[src/rtl/rs232_pkg.sv]
// Shared RS232 core register map and loader state encodings.
// Used by the UART program loader and its byte poller.
package rs232_pkg;

  localparam logic [4:0] RX_BASE     = 5'h00;
  localparam logic [4:0] TX_BASE     = 5'h04;
  localparam logic [4:0] STATUS_BASE = 5'h08;
  localparam int         TX_OK_BIT   = 6;
  localparam int         RX_OK_BIT   = 7;

  typedef enum logic [2:0] {
    S_HDR,
    S_DATA,
    S_CSUM,
    S_START,
    S_RUN
  } ld_state_e;

  typedef enum logic {
    S_POLL,
    S_READ
  } byte_phase_e;

endpackage

[src/rtl/uart_byte_poller.sv]
// Fetches one RX byte per request: poll STATUS until RX_OK, then read RX.
// Address and read only change on completed (non-stalled) accesses.
module uart_byte_poller
  import rs232_pkg::*;
(
  input  logic        avm_clk,
  input  logic        avm_rst,
  input  logic        req,
  output logic [4:0]  avm_address,
  output logic        avm_read,
  input  logic [31:0] avm_readdata,
  input  logic        avm_waitrequest,
  output logic [7:0]  rx_byte,
  output logic        rx_valid
);

  byte_phase_e phase_q, phase_d;
  logic        acc_done;
  logic        unused_rd;

  assign avm_read    = req;
  assign avm_address = (phase_q == S_READ) ? RX_BASE : STATUS_BASE;
  assign acc_done    = req && !avm_waitrequest;
  assign rx_byte     = avm_readdata[7:0];
  assign rx_valid    = acc_done && (phase_q == S_READ);
  assign unused_rd   = ^avm_readdata[31:8];

  // next phase: advance only when an access completes
  always_comb begin
    phase_d = phase_q;
    if (acc_done) begin
      unique case (phase_q)
        S_POLL: if (avm_readdata[RX_OK_BIT]) phase_d = S_READ;
        S_READ: phase_d = S_POLL;
        default: phase_d = S_POLL;
      endcase
    end
  end

  // phase register
  always_ff @(posedge avm_clk or posedge avm_rst) begin
    if (avm_rst) phase_q <= S_POLL;
    else         phase_q <= phase_d;
  end

endmodule

[src/rtl/uart_program_loader.sv]
// Loads a length-prefixed program from the RS232 core into IMEM, then starts the CPU.
// Optional trailing XOR checksum byte enabled by LOADER_CHECKSUM_EN.
module uart_program_loader
  import rs232_pkg::*;
#(
  parameter int IMEM_ADDR_W = 10,
  parameter int MAX_WORDS   = 2**IMEM_ADDR_W
) (
  input  logic                   avm_clk,
  input  logic                   avm_rst,
  output logic [4:0]             avm_address,
  output logic                   avm_read,
  input  logic [31:0]            avm_readdata,
  output logic                   avm_write,
  output logic [31:0]            avm_writedata,
  input  logic                   avm_waitrequest,
  output logic                   o_imem_we,
  output logic [IMEM_ADDR_W-1:0] o_imem_addr,
  output logic [31:0]            o_imem_wdata,
  output logic                   o_cpu_start,
  input  logic                   i_cpu_done,
  output logic                   o_busy,
  output logic                   o_error
);

  localparam logic [16:0] MAXW = 17'(MAX_WORDS);

  ld_state_e   state_q, state_d;
  logic        req;
  logic        bvalid;
  logic [7:0]  bdata;
  logic        hdr_q;
  logic [15:0] n_q;
  logic [15:0] widx_q;
  logic [1:0]  bidx_q;
  logic [23:0] asm_q;
  logic [15:0] n_hdr;
  logic        hdr_bad;
  logic        last_byte;
  logic        last_word;
`ifdef LOADER_CHECKSUM_EN
  logic [7:0]  csum_q;
  logic        csum_ok;
  assign csum_ok = (bdata == csum_q);
`endif

  assign avm_write     = 1'b0;
  assign avm_writedata = 32'd0;
  assign req           = (state_q == S_HDR) || (state_q == S_DATA) || (state_q == S_CSUM);
  assign n_hdr         = {bdata, n_q[7:0]};
  assign hdr_bad       = (n_hdr == 16'd0) || ({1'b0, n_hdr} > MAXW);
  assign last_byte     = (bidx_q == 2'd3);
  assign last_word     = ((widx_q + 16'd1) == n_q);

  uart_byte_poller u_poll (
    .avm_clk         (avm_clk),
    .avm_rst         (avm_rst),
    .req             (req),
    .avm_address     (avm_address),
    .avm_read        (avm_read),
    .avm_readdata    (avm_readdata),
    .avm_waitrequest (avm_waitrequest),
    .rx_byte         (bdata),
    .rx_valid        (bvalid)
  );

  // next-state decode
  always_comb begin
    state_d = state_q;
    unique case (state_q)
      S_HDR:   if (bvalid && hdr_q && !hdr_bad) state_d = S_DATA;
      S_DATA:  if (bvalid && last_byte && last_word)
`ifdef LOADER_CHECKSUM_EN
                 state_d = S_CSUM;
`else
                 state_d = S_START;
`endif
`ifdef LOADER_CHECKSUM_EN
      S_CSUM:  if (bvalid) state_d = csum_ok ? S_START : S_HDR;
`endif
      S_START: state_d = S_RUN;
      S_RUN:   if (i_cpu_done && !o_cpu_start) state_d = S_HDR;
      default: state_d = S_HDR;
    endcase
  end

  // state register
  always_ff @(posedge avm_clk or posedge avm_rst) begin
    if (avm_rst) state_q <= S_HDR;
    else         state_q <= state_d;
  end

  // header capture, word assembly, IMEM writes and status flags
  always_ff @(posedge avm_clk or posedge avm_rst) begin
    if (avm_rst) begin
      hdr_q        <= 1'b0;
      n_q          <= '0;
      widx_q       <= '0;
      bidx_q       <= '0;
      asm_q        <= '0;
      o_imem_we    <= 1'b0;
      o_imem_addr  <= '0;
      o_imem_wdata <= '0;
      o_cpu_start  <= 1'b0;
      o_busy       <= 1'b0;
      o_error      <= 1'b0;
`ifdef LOADER_CHECKSUM_EN
      csum_q       <= '0;
`endif
    end else begin
      o_imem_we   <= 1'b0;
      o_cpu_start <= (state_q == S_START);
      unique case (state_q)
        S_HDR: if (bvalid) begin
          if (!hdr_q) begin
            hdr_q      <= 1'b1;
            n_q[7:0]   <= bdata;
            o_busy     <= 1'b1;
            o_error    <= 1'b0;
          end else begin
            hdr_q      <= 1'b0;
            widx_q     <= '0;
            bidx_q     <= '0;
`ifdef LOADER_CHECKSUM_EN
            csum_q     <= '0;
`endif
            if (hdr_bad) begin
              o_error  <= 1'b1;
              o_busy   <= 1'b0;
            end else begin
              n_q      <= n_hdr;
            end
          end
        end
        S_DATA: if (bvalid) begin
          bidx_q <= bidx_q + 2'd1;
`ifdef LOADER_CHECKSUM_EN
          csum_q <= csum_q ^ bdata;
`endif
          unique case (bidx_q)
            2'd0: asm_q[7:0]   <= bdata;
            2'd1: asm_q[15:8]  <= bdata;
            2'd2: asm_q[23:16] <= bdata;
            default: begin
              o_imem_we    <= 1'b1;
              o_imem_addr  <= widx_q[IMEM_ADDR_W-1:0];
              o_imem_wdata <= {bdata, asm_q};
              widx_q       <= widx_q + 16'd1;
            end
          endcase
        end
`ifdef LOADER_CHECKSUM_EN
        S_CSUM: if (bvalid && !csum_ok) begin
          o_error <= 1'b1;
          o_busy  <= 1'b0;
        end
`endif
        S_RUN: if (i_cpu_done && !o_cpu_start) o_busy <= 1'b0;
        default: ;
      endcase
    end
  end

endmodule
[config.mk]
export PLATFORM = sky130hd
export DESIGN_NAME = uart_program_loader
export DESIGN_NICKNAME = d
export VERILOG_FILES = /design/src/rtl/rs232_pkg.sv /design/src/rtl/uart_byte_poller.sv /design/src/rtl/uart_program_loader.sv
export SDC_FILE = /design/constraint.sdc
export NUM_CORES = 1
export LEC_CHECK = 0
export ABC_AREA = 0
export CORE_UTILIZATION = 40
export CTS_BUF_LIST = sky130_fd_sc_hd__clkbuf_16
export DETAILED_ROUTE_END_ITERATION = 16
export GPL_ROUTABILITY_DRIVEN = 0
export PLACE_DENSITY = 0.73
export SLEW_MARGIN = 20
export SYNTH_ARGS = -nofsm -noshare
export SYNTH_HDL_FRONTEND = slang
export SYNTH_SLANG_ARGS = --single-unit
[constraint.sdc]
create_clock -name avm_clk -period 3.5 [get_ports avm_clk]
set_input_delay 0.525 -clock avm_clk [delete_from_list [all_inputs] [get_ports avm_clk]]
set_output_delay 0.525 -clock avm_clk [all_outputs]
set_load 0.005 [all_outputs]
==> results.yml, run 1 <==
run_status:
  outcome: "complete, no violations"
timing:
  finalMaxSlewViolations: 0
  relSlewSlack: 0.566
  skew_ns: 0.00758
  period_needed_ns: 2.55
  fin_tns_setup_ns: 0
  hold_violations: 0
  setup_viol: 0
  finalCritPeriodShare: 0.727
  tightest_slew_ns: 0.651
  finalHoldWorstSlack_ns: 0.466
  rsz0062_at_grt: "false"
  max_clock_freq_mhz: 393
clock_network:
  cts_num_sinks: 109
  clock_path_buffers: 2
  hold_buffers: 0
  clkTransAtPathRegs_ns: 0.07
  post_cts_buffers: 0
  postCtsResizedCells: 0
  cts_tree: "done"
  cts_buffers: 9
  htree_levels: 3
  root_buffer: "clkbuf_16"
  clk_latency_ns: 0.35
pwr:
  power_leakage_nw: 2.98
  switchingPower_mw: 0.731
  switching_share: 0.261
  power.density_nw_per_um2: 457
  ir_drop_mv: 0.345
  clkPwrFrac: 0.375
  comb_power_share: 0.113
  p_int_mw: 2.08
  seq_power_share: 0.512
yosys:
  yosys.area_share.adder: 0.0144
  synth_xor_area_frac: 0.0370
  synth_compound_area_frac: 0.0778
  async_reset_ff_frac: 1.00
  ys.flop_type: "dfrtp_1"
  synth_mux_area_frac: 0.0841
  syn_inst: 529
  postSynthAreaPerCell_um2: 9.85
  synth.distinct_cells: 44
  synth_edf_count: 0
  synthSimpleGateAreaFrac: 0.185
  syn_area_um2: 5210
  synth_top_family_by_area: "simple AND/OR/NAND/NOR gates"
  yosysSeqAreaShare: 0.524
  yosysWarnings: 0
  synth_seq_cells: 109
global_route:
  gr-total-overflow: 0
  top_usage_layer: "met2"
  grt_pass1_vias: 3703
  antenna_found_initial: 0
  grt_usage: 0.180
  grt_max_degree: 60
  use_met1: 0.221
  grt_util_met3: 0.0581
  grt_pass1_wl_um: 18400
  grtUsageMet2: 0.306
layout:
  nNetsFinal: 622
  final_cell_mix: "150 x nand2_1, 109 x dfrtp_1, 59 x clkdlybuf4s50_1"
  multiInputGateArea_um2: 2220
  final_common_cell: "nand2_1"
  n_fill_cell: 1165
  num_antenna_cells: 0
  final_core_util: 0.485
  drive_gt1_frac: 0.116
  seqCellArea_um2: 2730
  syn_to_final_growth_pct: 18.0
drt:
  wl_um: 11000
  detail_route.wl_per_cell_um: 14.6
  drc: 0
  vias: 3763
  postRouteAntennaNets: 0
  dr.first_iter.drc_count: 180
  first_pass_iters: 4
  via_per_inst: 4.97
critical_path:
  cp-start-kind: "flip-flop"
  max_stage_delay_ns: 0.52
  crit_family: "compound AO/OA/AOI/OAI gates"
  cp_num_buf_inv: 0
  worstSetupPathType: "flip-flop to flip-flop"
  worst_setup_path_end_kind: "flip-flop"
  worstPathCellList: "ha_1, and3_1, and3_2, xnor2_1, a2111o_1, a311oi_1, o2111a_1"
  required_ns: 3.78
  crit_slowest_cell: "dfrtp_1"
  critPathMaxFanout: 9
  cp.arrival_ns: 2.82
floorplanning:
  rows: 41
  die_w_um: 116
  ios: 121
  start_util: 0.411
  die-height_um: 116
  core_area_um2: 12700
  dieArea_um2: 13500
worst_hold_path:
  hold_path_class: "flip-flop to flip-flop"
run:
  cap_violations: 0
placed_design:
  hpwl_um: 7520
  port_buffers: 59
flip-flops by register name (all words and copies together), names as in the netlist:
signal          flops
state_q             3
asm_q              24
o_imem_addr        10
o_busy              1
o_imem_we           1
o_cpu_start         1
o_imem_wdata       32
n_q                16
u_poll.phase_q      1
bidx_q              2
o_error             1
widx_q             16
hdr_q               1
stage by stage:
| stage | power (mW) | std cells | instance area, um2 | setup slack, ns |
|---|---|---|---|---|
| CTS | 2.83 | 757 | 6150 | 0.965 |
| detailed placement | 1.78 | 741 | 5840 | 0.618 |
| floorplan | 1.69 | 565 | 5350 | 0.101 |
| finish | 2.81 | 757 | 6150 | 0.954 |
| global placement | 1.76 | 741 | 5840 | 0.672 |
| global route | 2.95 | 757 | 6150 | 0.752 |
path summary, 6_finish.rpt:
check                      cells after the start       from  slack (ns)               to
hold reg to reg                                2   asm_q[2]        0.47  o_imem_wdata[2]
min in group asynchronous                      2    avm_rst        0.62   o_imem_addr[5]
hold / removal                                 2   asm_q[2]        0.47  o_imem_wdata[2]
setup / recovery                               7  widx_q[0]        0.95       state_q[1]
max in group asynchronous                      3    avm_rst        2.14  o_imem_wdata[5]
setup reg to reg                               7  widx_q[0]        0.95       state_q[1]
worst reg2reg max path, cell delays in order, from the launching register on:
cell and delay, ns:
dfrtp_1 0.52, ha_1 0.33, and3_1 0.34, and3_2 0.27
xnor2_1 0.08, a2111o_1 0.35, a311oi_1 0.33, o2111a_1 0.26
cell usage after synthesis, types with 6 or more instances:
library cell,count,share of area
nor2b_1,7,0.0084
and3_1,8,0.0096
nand2_1,151,0.11
o21ai_0,24,0.023
inv_1,7,0.0050
mux2_2,38,0.082
clkbuf_1,14,0.010
buf_4,38,0.055
buf_2,8,0.0077
nor2_1,19,0.014
ha_1,6,0.014
xnor2_1,17,0.029
nand3_1,14,0.013
dfrtp_1,109,0.52
a21oi_1,12,0.012
o31ai_1,7,0.010
cells by family after synthesis:
logic type / count (synthesis)
AO/OA/AOI/OAI: 64
XOR/XNOR: 22
adder cells (fa/ha/maj): 6
buffers and inverters: 67
flip-flops: 109
multiplexers: 39
other: 1
AND/OR/NAND/NOR: 221
power by group through the flow:
stage	combinational, mW	clock (mW)	sequential [mW]
after floorplan	0.270	0	1.42
after global placement	0.306	0	1.45
after detailed placement	0.321	0	1.46
after CTS	0.322	1.07	1.44
after global routing	0.362	1.14	1.45
final	0.317	1.05	1.44
layout make-up:
cell class / instances / share of cell area
Multi-Input combinational cell: 389 / 0.360
Clock buffer: 9 / 0.0366
Clock inverter: 7 / 0.0132
Sequential cell: 109 / 0.444
Timing Repair Buffer: 64 / 0.106
Inverter: 7 / 0.00468
Tap cell: 172 / 0.0350
routing by layer:
metal,vias up,part of all wire
met3,14,0.056
met5,-,0
met1,1838,0.44
met4,0,0.014
li1,1800,-
met2,111,0.49
Power figures use the tool's default switching activity.
==> inputs of run 2 (changes only) <==
==> constraint.sdc (replaced) <==
create_clock -name avm_clk -period 2.3 [get_ports avm_clk]
set_input_delay 0.345 -clock avm_clk [delete_from_list [all_inputs] [get_ports avm_clk]]
set_output_delay 0.345 -clock avm_clk [all_outputs]
set_load 0.005 [all_outputs]
==> run 2 against run 1 <==
Compared with the run above:
- register-to-register slack got worse by 0.82 ns
- critical path depth unchanged
- power increased by 48%
- sequential cell count unchanged
- core utilization increased by 1.3 points
- worst hold slack improved by 0.00095 ns
- via count increased by 3.7%
- cell count increased by 3.6%
- fmax increased by 17%
- sequential power increased by 52%
- clock skew decreased by 0.0020 ns
- clock power increased by 38%
- highest routed layer unchanged
==> results.yml, run 2 (same netlist as run 1, synthesis figures left out) <==
run_status:
  outcome: "complete, no violations"
floorplanning:
  die_w_um: 116
  die-height_um: 116
  rows: 41
  core_area_um2: 12700
  dieArea_um2: 13500
  start_util: 0.411
  ios: 121
pwr:
  comb_power_share: 0.123
  seq_power_share: 0.528
  switchingPower_mw: 1.09
  p_total_mw: 4.15
  switching_share: 0.263
  clkPwrFrac: 0.349
  power.density_nw_per_um2: 656
  p_int_mw: 3.05
  ir_drop_mv: 0.381
  power_leakage_nw: 3.11
timing:
  tightest_slew_ns: 0.555
  finalHoldWorstSlack_ns: 0.467
  max_clock_freq_mhz: 461
  hold_violations: 0
  finalMaxSlewViolations: 0
  fin_ws_ns: 0.129
  fin_tns_setup_ns: 0
  setup_viol: 0
  relSlewSlack: 0.630
  finalCritPeriodShare: 0.944
  period_needed_ns: 2.17
  rsz0062_at_grt: "false"
  skew_ns: 0.00557
layout:
  final_core_util: 0.499
  largest_register_ffs: 32
  n_fill_cell: 1145
  num_antenna_cells: 0
  syn_to_final_growth_pct: 21.3
  nNetsFinal: 650
  final_cell_mix: "150 x nand2_1, 109 x dfrtp_1, 59 x clkdlybuf4s50_1"
  final_cell_area_um2: 6320
  fin_cells: 784
  top_regs: "o_imem_wdata: 32 flops, asm_q: 24 flops"
  drive_gt1_frac: 0.154
  final_common_cell: "nand2_1"
  largest_register: "o_imem_wdata"
placed_design:
  dp_slack_ns: -0.0147
  port_buffers: 59
  place_area_um2: 6040
  place_inst: 769
  hpwl_um: 8020
clock_network:
  cts_buffers: 9
  root_buffer: "clkbuf_16"
  clock_path_buffers: 2
  post_cts_buffers: 0
  hold_buffers: 0
  cts_num_sinks: 109
  clkTransAtPathRegs_ns: 0.07
  postCtsResizedCells: 0
  cts_tree: "done"
  clk_latency_ns: 0.35
  htree_levels: 3
drt:
  first_pass_iters: 4
  wl_um: 11400
  postRouteAntennaNets: 0
  vias: 3901
  detail_route.wl_per_cell_um: 14.6
  dr.first_iter.drc_count: 201
  drc: 0
  via_per_inst: 4.98
critical_path:
  crit_family: "compound AO/OA/AOI/OAI gates"
  worst_setup_path_end_kind: "flip-flop"
  required_ns: 2.58
  worstReg2RegStart: "widx_q[0]"
  crit_slowest_cell: "dfrtp_1"
  max_stage_delay_ns: 0.39
  worstPathCellList: "ha_1, and3_1, and3_2, xnor2_1, a2111o_1, a311oi_1, o2111a_1"
  cp_num_buf_inv: 0
  ff2ff_path_depth: 7
  r2r_slack_ns: 0.13
  critPathMaxFanout: 3
  r2r-end: "state_q[1]"
  cp.arrival_ns: 2.45
  worstSetupPathType: "flip-flop to flip-flop"
  cp-start-kind: "flip-flop"
global_route:
  grtUsageMet2: 0.295
  grt_pass1_vias: 3825
  gr-total-overflow: 0
  grt_usage: 0.184
  use_met1: 0.249
  grt_util_met3: 0.0317
  top_usage_layer: "met2"
  grt_pass1_wl_um: 19100
  grt_max_degree: 80
  antenna_found_initial: 0
worst_hold_path:
  hold_path_class: "input pin to asynchronous set/reset pin"
run:
  cap_violations: 0
## run 2: power groups by stage
stage / Clock, mW / Combinational (mW) / Sequential, mW
after floorplan: 0 / 0.411 / 2.17
after global placement: 0 / 0.487 / 2.21
after detailed placement: 0 / 0.510 / 2.23
after CTS: 1.48 / 0.514 / 2.19
after global routing: 1.55 / 0.576 / 2.21
final: 1.45 / 0.509 / 2.19
## run 2: layer usage
layer	part of all wire	up-vias
li1	-	1857
met1	0.46	1911
met2	0.48	115
met3	0.047	18
met4	0.017	0
met5	0	-
## run 2: area by class of cell
| class | instances | area (um2) | share of cell area |
|---|---|---|---|
| Inverter | 7 | 30.0 | 0.00475 |
| Clock inverter | 6 | 46.3 | 0.00733 |
| Clock buffer | 9 | 225 | 0.0357 |
| Multi-Input combinational cell | 389 | 2220 | 0.352 |
| Sequential cell | 109 | 2730 | 0.432 |
| Timing Repair Buffer | 92 | 851 | 0.135 |
| Tap cell | 172 | 215 | 0.0341 |
## run 2: how the worst max path moves through the flow
stage	start	end	slack, ns	cells past startpoint
after floorplan	widx_q[1]	state_q[1]	0.13	8
after global placement	avm_readdata[1]	state_q[1]	0.02	7
final	widx_q[0]	state_q[1]	0.13	7
after CTS	widx_q[0]	state_q[1]	0.13	7
after global routing	n_q[3]	state_q[1]	0.04	6
after detailed placement	avm_readdata[1]	state_q[1]	-0.01	7
## run 2: worst reg2reg max path, stage by stage (launching register included)
cell	delay, ns
dfrtp_1	0.39
ha_1	0.25
and3_1	0.21
and3_2	0.24
xnor2_1	0.13
a2111o_1	0.37
a311oi_1	0.30
o2111a_1	0.23
==> RTL change 1: new RTL, settings of run 2 <==
The option `LOADER_CHECKSUM_EN` is turned on by a define.
--- a/src/rtl/uart_program_loader.sv
+++ b/src/rtl/uart_program_loader.sv
@@ -1,5 +1,7 @@
 // Loads a length-prefixed program from the RS232 core into IMEM, then starts the CPU.
 // Optional trailing XOR checksum byte enabled by LOADER_CHECKSUM_EN.
+`define LOADER_CHECKSUM_EN
+
 module uart_program_loader
   import rs232_pkg::*;
 #(
Behaviour: same outputs for any inputs over 10 cycles, from zero or initial values and one cycle with avm_rst high; that may be too few to reach the edited logic, so the function may still have changed.
==> RTL change 1 against run 2 <==
Worst setup slack improved by 0.0011 ns; cell area is 17% higher; synthesized cell count grew 14%; core utilization increased by 2.8 points; sequential cell count increased by 8; worst hold slack got worse by 0.083 ns; area after synthesis grew 12%; routed wire length increased by 16%; via count is 15% higher; critical path type unchanged; highest routed layer unchanged.
Power is not compared: it rests on default switching activity, and its combinational part moved more than twofold at a synthesized area within 25%.
==> RTL change 1: results <==
[setup_path]
cp_max_fo = 6
worst_ep_arrival_time_ns = 2.51
slowest_delay_ns = 0.51
slowest_stage = or4_1
r2r_start = widx_q[1]$_DFFE_PP0P_

[logic_synthesis]
synthMuxAreaShare_pct = 7.40
synth_fa_ha_area_share_pct = 1.29
yosysUniqueCellTypes = 56
synthXorXnorAreaFrac_pct = 4.35
synth_commonest_cells = nand2_1, dfrtp_1, buf_4, o21ai_0, mux2_2
ys_seq_area_share_pct = 50.2
synth_compound_area_share_pct = 9.28
synth_top_family_by_area = simple AND/OR/NAND/NOR gates
synth_ff_type = dfrtp_1

[clocking]
numCtsBuffers = 17
clkSlewWorstSetupHoldPaths_ns = 0.05
clk_latency_ns = 0.42
htree_levels = 4

[sta]
skew_ns = 0.00633
worstMarginPinSlew_ns = 0.677

[detailed_routing]
drt_iter0_drc = 294
vias = 4491
wire_per_inst_um = 15.0

[outcome]
status = finished, final reports clean

[global_routing]
grt_pass1_wl_um = 22500
grt_pass1_vias = 4585
grt_max_degree = 59

[placement]
dp_hpwl_um = 9260
place_ws_ns = -0.256
placed_area_sq_um = 6750

[final_layout]
final_nets = 734
drive_gt1_share_pct = 18.9
[RTL change 1: changes by cell type after synthesis, moves of 5 or more]
cell	run 2	this run
xor2_1	5	14
o21ai_1	0	8
mux2_2	38	33
nand2b_1	0	5
dfrtp_1	109	117
o21ai_0	24	38
clkbuf_1	14	19
nand2_1	151	159
[RTL change 1: layout make-up]
cell class / instances / area (sq um)
fillers: 1227 / 6650
flip-flops and latches: 117 / 2930
multi-input cells: 442 / 2610
repair buffers: 106 / 985
clock buffers: 17 / 425
well taps: 180 / 225
clock inverters: 15 / 186
inverters: 8 / 33.8
[RTL change 1: worst max-delay path: cells and delay by family, from the launching register on]
family / cells / cell delay, ns
buf+inv: 1 / 0.16
simple gates: 2 / 0.69
compound gates: 3 / 0.73
xor+xnor: 1 / 0.14
flops: 1 / 0.38
[RTL change 1: power breakdown]
part           total (W)  leakage (nW)  internal [W]  switching, W
Clock            0.00271         0.297       0.00180      0.000916
Sequential       0.00296          1.53       0.00261      0.000344
Combinational    0.00159          1.65      0.000916      0.000673
[RTL change 1: routing by layer]
metal  GRT usage, %  up-vias  routed length, um
li1               -     2137                  -
met1           24.3     2220               5840
met2           32.6      116               6560
met3           5.20       18                647
met4           8.61        0                229
met5              0        -                  0
[RTL change 1: per-stage QoR]
stage	instances	hold WS, ns	power (W)
floorplan	637	0.433	0.00378
global placement	853	0.450	0.00448
detailed placement	853	0.453	0.00456
CTS	885	0.400	0.00731
global route	885	0.428	0.00765
finish	885	0.385	0.00726
[RTL change 1: repair_timing]
action                                  4_1_cts  5_1_grt
endpoints found under the setup margin        0       12
endpoints found under the hold margin         0        0
resized for setup                             0        7
buffers inserted                              0        0
==> RTL change 2: new RTL, config.mk and constraints of run 2 <==
Without the edit above. Encoding of `ld_state_e`: now one-hot (5 bits for 5 states).
--- a/src/rtl/rs232_pkg.sv
+++ b/src/rtl/rs232_pkg.sv
@@ -8,12 +8,12 @@
   localparam int         TX_OK_BIT   = 6;
   localparam int         RX_OK_BIT   = 7;
 
-  typedef enum logic [2:0] {
-    S_HDR,
-    S_DATA,
-    S_CSUM,
-    S_START,
-    S_RUN
+  typedef enum logic [4:0] {
+    S_HDR   = 5'b00001,
+    S_DATA  = 5'b00010,
+    S_CSUM  = 5'b00100,
+    S_START = 5'b01000,
+    S_RUN   = 5'b10000
   } ld_state_e;
 
   typedef enum logic {
Function: same outputs for any inputs over 10 cycles, from zero or initial values and one cycle with avm_rst high; not proved beyond that.
==> RTL change 2 against run 2 <==
Routed wire length fell by 2.1%; sequential power fell by 2%; highest routed layer unchanged; area after synthesis rose by 1.1%; total power rose by 0.98%; sequential cell count rose by 1; sequential share of layout area fell by 0.46 points; cell area rose by 2.1%; worst setup slack got worse by 0.0074 ns.
==> RTL change 2: results <==
[sta]
relSlewSlack_pct = 62.1
skew_ns = 0.00884

[placement]
placed_area_sq_um = 6120
dp_hpwl_um = 8060

[power]
p_leak_nw = 3.07
ir_drop_uv = 376
pg_clk_w = 0.00154
internal-power_w = 0.00307
p_seq_w = 0.00215

[logic_synthesis]
synth.area.top_cells = dfrtp_1, mux2_2, nand2_1
yosys.area.top_type_share_pct = 51.8
synth_commonest_cells = dfrtp_1, nand2_1, mux2_2, buf_4, o21ai_0
ys_seq_area_share_pct = 52.3
yosysUniqueCellTypes = 52

[setup_path]
r2r-end = state_q[3]$_DFFE_PP0P_
reg2reg_depth = 7
slowest_delay_ns = 0.50
slowest_stage = or4_4
cp_max_fo = 5

[global_routing]
use_met3_pct = 4.15
grt_pass1_wl_um = 18900
grt_usage_pct = 18.1
grt_max_degree = 40
use_met1_pct = 22.9
grt_pass1_vias = 3771
grt_use_met2_pct = 30.6

[final_layout]
n_antenna_cell = 0
fillCellCount = 1177
drive_gt1_share_pct = 20.1
final_nets = 613

[detailed_routing]
drt_iter0_drc = 153
drt_wl_total_um = 11200
via_per_inst = 5.04

[clocking]
clk_latency_ns = 0.35

[outcome]
status = finished, final reports clean
RTL change 2: what timing repair did:
| item | 4_1_cts | 5_1_grt |
|---|---|---|
| hold endpoints to repair | 0 | 0 |
| endpoints found under the setup margin | 0 | 2 |
| resized for setup | 0 | 4 |
| setup buffers | 0 | 1 |
RTL change 2: layout make-up:
type                    count  area [sq um]  share of cell area [%]
inverters                   9          37.5                   0.582
flip-flops and latches    110          2750                    42.7
clock inverters             7          72.6                    1.13
clock buffers               9           225                    3.49
repair buffers             91           881                    13.7
multi-input cells         350          2260                    35.1
well taps                 172           215                    3.34
RTL change 2: layer usage:
metal  share of wire, %  routed length (um)  vias up
li1                   -                   -     1753
met5                  0                   0        -
met2                 49                5460      119
met1                 44                4970     1885
met4                1.0                 112        0
met3                5.6                 628       11
RTL change 2: worst max-delay path by stage:
| stage | start | endpoint | slack, ns | depth (start not counted) |
|---|---|---|---|---|
| 6_report | widx_q[0]$_DFFE_PP0P_ | state_q[3]$_DFFE_PP0P_ | 0.12 | 7 |
| 5_1_grt | state_q[1]$_DFFE_PP0P_ | widx_q[15]$_DFFE_PP0P_ | 0.001 | 5 |
| 4_1_cts | widx_q[0]$_DFFE_PP0P_ | state_q[3]$_DFFE_PP0P_ | 0.05 | 7 |
| 3_5_place_dp | avm_readdata[3] | n_q[9]$_DFFE_PP0P_ | -0.003 | 6 |
| 3_3_place_gp | avm_readdata[3] | n_q[8]$_DFFE_PP0P_ | -0.04 | 6 |
| 2_1_floorplan | widx_q[0]$_DFFE_PP0P_ | state_q[3]$_DFFE_PP0P_ | 0.02 | 8 |
RTL change 2: cell families after synthesis:
family                   count (synthesis)  share of synthesized area [%]
AND/OR/NAND/NOR                        173                           16.2
flip-flops                             110                           52.3
buffers and inverters                   69                           7.81
multiplexers                            55                           11.7
AO/OA/AOI/OAI                           53                           6.13
XOR/XNOR                                26                           4.32
adder cells (fa/ha/maj)                  6                           1.43
other                                    1                         0.0712
RTL change 2: through the flow:
stage / total power, W / std cells / TNS (ns) / worst slack [ns] / hold WS [ns]
floorplan: 0.00251 / 529 / 0 / 0.0240 / 0.433
global placement: 0.00265 / 731 / -0.110 / -0.0369 / 0.445
detailed placement: 0.00268 / 731 / -0.00283 / -0.00283 / 0.455
CTS: 0.00422 / 747 / 0 / 0.0527 / 0.422
global route: 0.00437 / 748 / 0 / 0.00126 / 0.457
finish: 0.00419 / 748 / 0 / 0.122 / 0.407
RTL change 2: critical path: cells and delay by family, from the launching register on:
family | cells | cell delay, ns
flops | 1 | 0.39
fa+ha+maj | 1 | 0.22
xor+xnor | 1 | 0.13
simple gates | 5 | 1.38
